File: config.mk
export PLATFORM = sky130hd
export DESIGN_NAME = pig_spawner
export DESIGN_NICKNAME = d
export VERILOG_FILES = /design/src/rtl/pig_spawner.sv
export SDC_FILE = /design/constraint.sdc
export NUM_CORES = 1
export LEC_CHECK = 0
export BUFFER_PORTS_ARGS = -buffer_cell sky130_fd_sc_hd__clkbuf_2
export CAP_MARGIN = 20
export CORE_ASPECT_RATIO = 0.8
export CORE_MARGIN = 5
export CORE_UTILIZATION = 55
export CTS_CLUSTER_DIAMETER = 60
export DETAILED_ROUTE_END_ITERATION = 8
export HOLD_SLACK_MARGIN = 0.02
export PLACE_DENSITY = 0.79
export SLEW_MARGIN = 10
export SYNTH_ARGS = -nofsm -noshare
export SYNTH_HDL_FRONTEND = slang
export SYNTH_SLANG_ARGS = --single-unit
export TNS_END_PERCENT = 20
File: constraint.sdc
create_clock -name clk -period 4 [get_ports clk]
set_clock_uncertainty 0.15 [all_clocks]
set_input_delay 0.2 -clock clk [delete_from_list [all_inputs] [get_ports clk]]
set_output_delay 0.2 -clock clk [all_outputs]
set_load 0.03 [all_outputs]
File: src/rtl/pig_spawner.sv
// Spawn controller for the moving target sprite: requests a random row from the
// upstream stage, places the sprite, walks it left once per frame, then cools down.
module pig_spawner #(
  parameter int Y_BASE          = 64,
  parameter int Y_STEP          = 32,
  parameter int Y_MAX           = 400,
  parameter int X_START         = 600,
  parameter int X_MIN           = 0,
  parameter int SPEED           = 2,
  parameter int COOLDOWN_FRAMES = 30,
  parameter int RAND_BITS       = 5
) (
  input  logic                 clk,
  input  logic                 resetN,
  input  logic                 startOfFrame,
  input  logic                 enable,
  input  logic                 hit,
  input  logic [RAND_BITS-1:0] rand_y,
  output logic                 rise,
  output logic signed [10:0]   topLeftX,
  output logic signed [10:0]   topLeftY,
  output logic                 visible,
  output logic [7:0]           spawn_count
);

  typedef enum logic [2:0] {
    S_IDLE,
    S_REQ,
    S_WAIT,
    S_LATCH,
    S_ACTIVE,
    S_COOLDOWN
  } state_e;

  localparam logic signed [11:0] SpeedS   = 12'(SPEED);
  localparam logic signed [11:0] XMinS    = 12'(X_MIN);
  localparam logic        [15:0] YMax16   = 16'(Y_MAX);
  localparam logic        [15:0] CoolLoad = 16'(COOLDOWN_FRAMES);

  state_e state_q, state_d;

  logic                rise_q, rise_d;
  logic signed [10:0]  topLeftX_q, topLeftX_d;
  logic signed [10:0]  topLeftY_q, topLeftY_d;
  logic                visible_q, visible_d;
  logic [7:0]          spawnCount_q, spawnCount_d;
  logic [15:0]         cool_q, cool_d;

  logic [15:0]         yRaw;
  logic signed [11:0]  xMoved;
  logic                xExits;

  // One extra bit on X so a step past the left edge is seen as negative, not wrapped.
  assign yRaw   = 16'(Y_BASE) + 16'(rand_y) * 16'(Y_STEP);
  assign xMoved = $signed({topLeftX_q[10], topLeftX_q}) - SpeedS;
  assign xExits = (xMoved <= XMinS);

  always_ff @(posedge clk) begin
    if (resetN) begin
      state_q      <= S_IDLE;
      rise_q       <= 1'b0;
      topLeftX_q   <= 11'(X_START);
      topLeftY_q   <= 11'(Y_BASE);
      visible_q    <= 1'b0;
      spawnCount_q <= 8'd0;
      cool_q       <= 16'd0;
    end else begin
      state_q      <= state_d;
      rise_q       <= rise_d;
      topLeftX_q   <= topLeftX_d;
      topLeftY_q   <= topLeftY_d;
      visible_q    <= visible_d;
      spawnCount_q <= spawnCount_d;
      cool_q       <= cool_d;
    end
  end

  always_comb begin
    state_d = state_q;
    case (state_q)
      S_IDLE:     if (enable) state_d = S_REQ;
      S_REQ:      state_d = S_WAIT;
      S_WAIT:     state_d = S_LATCH;
      S_LATCH:    state_d = S_ACTIVE;
      S_ACTIVE: begin
        if (hit) begin
          state_d = S_COOLDOWN;
        end else if (startOfFrame && xExits) begin
          state_d = S_COOLDOWN;
        end
      end
      S_COOLDOWN: begin
        if (cool_q == 16'd0) begin
          state_d = enable ? S_REQ : S_IDLE;
        end
      end
      default:    state_d = S_IDLE;
    endcase
  end

  // Rise is registered from the next state, so it is high exactly while in REQ.
  always_comb begin
    rise_d       = (state_d == S_REQ);
    topLeftX_d   = topLeftX_q;
    topLeftY_d   = topLeftY_q;
    visible_d    = visible_q;
    spawnCount_d = spawnCount_q;
    cool_d       = cool_q;
    case (state_q)
      S_LATCH: begin
        topLeftY_d   = (yRaw > YMax16) ? 11'(Y_MAX) : yRaw[10:0];
        topLeftX_d   = 11'(X_START);
        visible_d    = 1'b1;
        spawnCount_d = spawnCount_q + 8'd1;
      end
      S_ACTIVE: begin
        if (hit) begin
          visible_d = 1'b0;
          cool_d    = CoolLoad;
        end else if (startOfFrame) begin
          if (xExits) begin
            topLeftX_d = 11'(X_MIN);
            visible_d  = 1'b0;
            cool_d     = CoolLoad;
          end else begin
            topLeftX_d = xMoved[10:0];
          end
        end
      end
      S_COOLDOWN: begin
        if (cool_q != 16'd0 && startOfFrame) begin
          cool_d = cool_q - 16'd1;
        end
      end
      default: ;
    endcase
  end

  assign rise        = rise_q;
  assign topLeftX    = topLeftX_q;
  assign topLeftY    = topLeftY_q;
  assign visible     = visible_q;
  assign spawn_count = spawnCount_q;

endmodule

* Yosys cells after proc, flatten, opt, wreduce, memory -nomap -nowiden
Cells that the tools add are included.
Word-level totals: register bits 51, bits in latches 0, memory bits (writable) 0, memory bits (read-only) 0, input bits 10, logic and storage cells 54, memories 0
Cells by class: add/sub/neg operators 4, $mul 0, divide/modulo/power cells 0, magnitude comparators 2, equality and inequality tests 11, shift operators 0, mux-type cells 20, bitwise gates (word level) 0, reductions and logical operators 10
Operator list (count):
- $mux W16 | 4
- $mux W11 | 4
- $pmux W16 S2 | 1
- $pmux W11 S2 | 1
- $pmux W3 S6 | 1
- $logic_not A16 Y1 | 1
- $reduce_bool A16 Y1 | 1
- $sub A16 B1 Y16 const B | 1
- $le A12 B1 Y1 const B | 1
- $mux W3 | 4
- $sub A11 B3 Y12 const B | 1
- $add A7 B10 Y11 const A | 1
- $gt A11 B9 Y1 const B | 1
- $add A8 B1 Y8 const B | 1
- $eq A3 B1 Y1 const B | 2
- $eq A3 B2 Y1 const B | 2
- $eq A3 B3 Y1 const B | 2
- $ne A2 B2 Y1 const B | 3
- $ne A3 B3 Y1 const B | 2
- $reduce_and A3 Y1 | 2
- $mux W1 | 4
- $reduce_and A4 Y1 | 1
- $reduce_bool A2 Y1 | 2
- $logic_not A3 Y1 | 1
- other kinds (2) | 3

* Longest topological paths before layout
depth in word-level cells 7, mapped depth 9

* Least setup slack after synthesis
Ideal clock, no wire load.
path kind reg2reg, start reg topLeftX_q[1], in the netlist topLeftX[1], end reg visible_q, in the netlist visible, library setup time 64 ps, arrival time 2189 ps, required time 3786 ps, slack 1596 ps, cell stages (with the launch flop) 10, buffers on the path 1, period minus slack after synthesis 2404 ps, cells stage by stage dfxtp_1 inv_1 ha_1 nor3b_1 a31oi_1 a2bb2oi_1 o21ai_2 or2_4 buf_6 nor2_1
On the way: cells in the longest elaborated chain, start to end 4
Ends and longest elaborated chain:
- start, declared | RTL line 43 | logic signed [10:0] topLeftX_q, topLeftX_d;
- start signal, assigned | RTL line 62 | topLeftX_q <= 11'(X_START);
- start signal, assigned | RTL line 70 | topLeftX_q <= topLeftX_d;
- $sub A11 B3 Y12 | RTL line 55 | assign xMoved = $signed({topLeftX_q[10], topLeftX_q}) - SpeedS;
- $le A12 B1 Y1 | RTL line 56 | assign xExits = (xMoved <= XMinS);
- $ne A3 B3 Y1 (no line)
- $reduce_and A3 Y1 (no line)
- end signal, assigned | RTL line 72 | visible_q <= visible_d;
- end, declared | RTL line 45 | logic visible_q, visible_d;
Every way passes these cells. A chain may end at the register's enable or synchronous reset.

* Worst setup path after layout
start reg state_q[2], end reg topLeftX_q[6], in the netlist topLeftX[6]
On the way: cells in the longest elaborated chain, start to end 3
Ends and longest elaborated chain:
- start, declared | RTL line 40 | state_e state_q, state_d;
- start signal, assigned | RTL line 68 | state_q <= state_d;
- $eq A3 B3 Y1 / $eq A3 B2 Y1 (equally long branches) | RTL line 109 | case (state_q)
- $ne A2 B2 Y1 (no line) / $reduce_bool A2 Y1 (equally long branches)
- $reduce_and A3 Y1 (no line)
Several ways; a longest one is shown, not always the timed one.

==> summary.txt <==
Root Driver: clkbuf_8
drt first pass iters: 4
effective utilization at floorplan: 55.7%
count of mapped cells out of synthesis: 273
number of port buffers: 36
critical path type: reg -> reg
PwrDens: 333 nW/um^2
maximum level of the CTS H-tree: 2
floorplan row count: 21
layout cell share with drive strength beyond 1: 19.2%
pin count of the biggest net entering global routing: 34
min setup slack post-route: 1.57 ns
total negative setup slack: 0 ns
wire length of the first global-routing pass: 7.81 mm
number of global-route vias before repair: 1,830
DRC violation total after the first TritonRoute iteration: 128
die footprint: 5550 sq um
maximum clock insertion buffer count: 2
transition time at the pin with the least slew margin: 0.855 ns
DRC: 0
data arrival time of the critical path: 2.47 ns
design area: 2560 sq um
Clock Sinks: 46
top_reg_cell synth: dfxtp_1
clock-pin slew reported for the worst setup and hold paths after clock tree synthesis: 0.09 ns
vertical die dimension: 67.6 um
most common cell after layout, fill and taps aside: dfxtp_1
synthesized area: 2280 sq um
count of antenna-violating nets left after detailed routing: 0
synthesis-stage register bit count: 46
die width: 82.0 um
reported max-cap violation count: 0
clock tree from TritonCTS: yes
final std cells w/o fill: 365
crit-path max FO: 13
crit start category: flop
placed wire-length estimate after detailed placement: 3.46 mm
clock buffer count from CTS: 5
routability congestion estimate: 0.893
RSZ-0062 raised after global routing: false
peak supply drop: 0.368 mV
Worst-Skew Late Latency: 0.30 ns
outcome: finished, final reports clean
synthesis warning total: 0
wire length per cell after detailed routing: 13.2 um
crit path capture type: flop
class of the worst hold path: in -> reg
critical path's largest stage delay: 0.68 ns
minimum clock period: 2.43 ns
Total Power: 0.854 mW
Setup violations, final: 0
number of nets in the final layout: 321
Distinct cells, synth: 55
via count: 2,039
Place WS: 1.59 ns
final hold vios: 0
Placed Instance Area: 2470 sq um
drt via density: 5.59
initial antenna violation count: 0
data required time at the worst endpoint: 4.04 ns
number of placed instances, taps included: 356
synthesized area divided by synthesized cell count: 8.36 sq um
Period Utilization, post-route: 60.7%
top achievable clock speed: 0.412 GHz
GRT Residual Overflow: 0
headroom to the max-slew limit: 43.0%
area of the core region: 4100 sq um
fraction of the yosys area taken by sequential cells: 40.4%
signed area change from the synthesized netlist to the final layout: 12.3%
cell-by-cell trace of the critical path: or3b_2, o22ai_1, nor2_1, a211o_1
Leak Pwr: 0.998 nW
antenna cell count: 0
wirelength, routed: 4.82 mm
number of max-slew violations in the final report: 0
Synth async-reset ratio: 0%
cell with the biggest individual delay on the critical path: o22ai_1
I/O Pins: 42
top library cells by usage in the layout, fill and taps aside: 46 x dfxtp_1, 42 x nor2_1, 36 x clkbuf_2
Total Routing Usage GR: 18.2%
EDFF count, synth: 0
## through the flow
stage / utilization (%) / hold WS, ns
floorplan: - / 0.161
global placement: 60.2 / 0.291
finish: 62.5 / 0.0278
detailed placement: 60.2 / 0.294
global route: 62.5 / 0.0300
CTS: 62.5 / 0.0200
## state kept, by name (all words and copies together) (netlist names)
| name | flops |
|---|---|
| cool_q | 16 |
| rise | 1 |
| spawn_count | 8 |
| state_q | 3 |
| topLeftX | 10 |
| topLeftY | 7 |
| visible | 1 |
## cells by family after synthesis
logic type                 Yosys count  share of synthesized area [%]
other                                1                          0.164
xor gates and xnor gates            21                           8.06
adders and majority gates            4                           2.19
and+or+nand+nor                    125                           29.0
AOI/OAI and AO/OA                   51                           14.4
muxes                                1                          0.439
DFF                                 46                           40.4
buffers and inverters               24                           5.43
## where the power goes
| group | leakage (nW) | internal (mW) | total (mW) | switching, mW |
|---|---|---|---|---|
| combinational | 0.581 | 0.0325 | 0.0936 | 0.0611 |
| clock | 0.0452 | 0.123 | 0.276 | 0.153 |
| sequential | 0.372 | 0.468 | 0.484 | 0.0156 |
| total | 0.998 | 0.624 | 0.854 | 0.229 |
## final timing paths
path,endpoint,cells past startpoint,startpoint,slack (ns)
max reg2reg,topLeftX[6]$_SDFFE_PP1P_,4,state_q[2]$_SDFF_PP0_,1.57
max,topLeftX[6]$_SDFFE_PP1P_,4,state_q[2]$_SDFF_PP0_,1.57
min,topLeftY[6]$_SDFFE_PP1P_,2,rand_y[1],0.03
min reg2reg,topLeftY[10]$_SDFFE_PP0P_,1,topLeftY[10]$_SDFFE_PP0P_,0.32
## critical path, delay by kind of cell, from the launching register on
family,cells,cell delay (ns)
AND/OR/NAND/NOR,2,0.65
flip-flops,1,0.55
AO/OA/AOI/OAI,2,0.96
## layout make-up
class	instances	area (sq um)
fillers	366	1540
flip-flops and latches	46	921
well taps	57	71.3
clock buffers	6	72.6
repair buffers	38	198
multi-input cells	207	1250
clock inverters	2	13.8
inverters	9	33.8
## Yosys cell counts, types with 4 or more instances
library cell  number  share of area (%)
or3_1              6                1.6
buf_4              5                1.6
o21ai_0           12                2.6
a21oi_1           13                2.9
nand2_1           15                2.5
dfxtp_1           46                 40
nor2_1            42                6.9
nor3_1            12                2.6
and2_1             4                1.1
nand3_1           11                2.4
xnor2_1           11                4.2
or4_1              5                1.6
clkbuf_1           7                1.2
nor4_1             5                1.4
a31oi_1            6                1.6
xor2_1            10                3.8
inv_1              9                1.5
ha_1               4                2.2
## metal layers
metal / track usage [%] / wire length, um / share of wire, %
met3: 4.40 / 238 / 4.9
met4: 7.68 / 68 / 1.4
met1: 22.6 / 2320 / 48
met5: 0 / 0 / 0
met2: 30.0 / 2190 / 45
## what timing repair did
action / CTS / global route
hold buffers: 1 / 0
resized for setup: 0 / 0
endpoints found under the hold margin: 1 / 0
setup buffers: 0 / 0
Note: power is estimated with default switching activity, not from simulation.
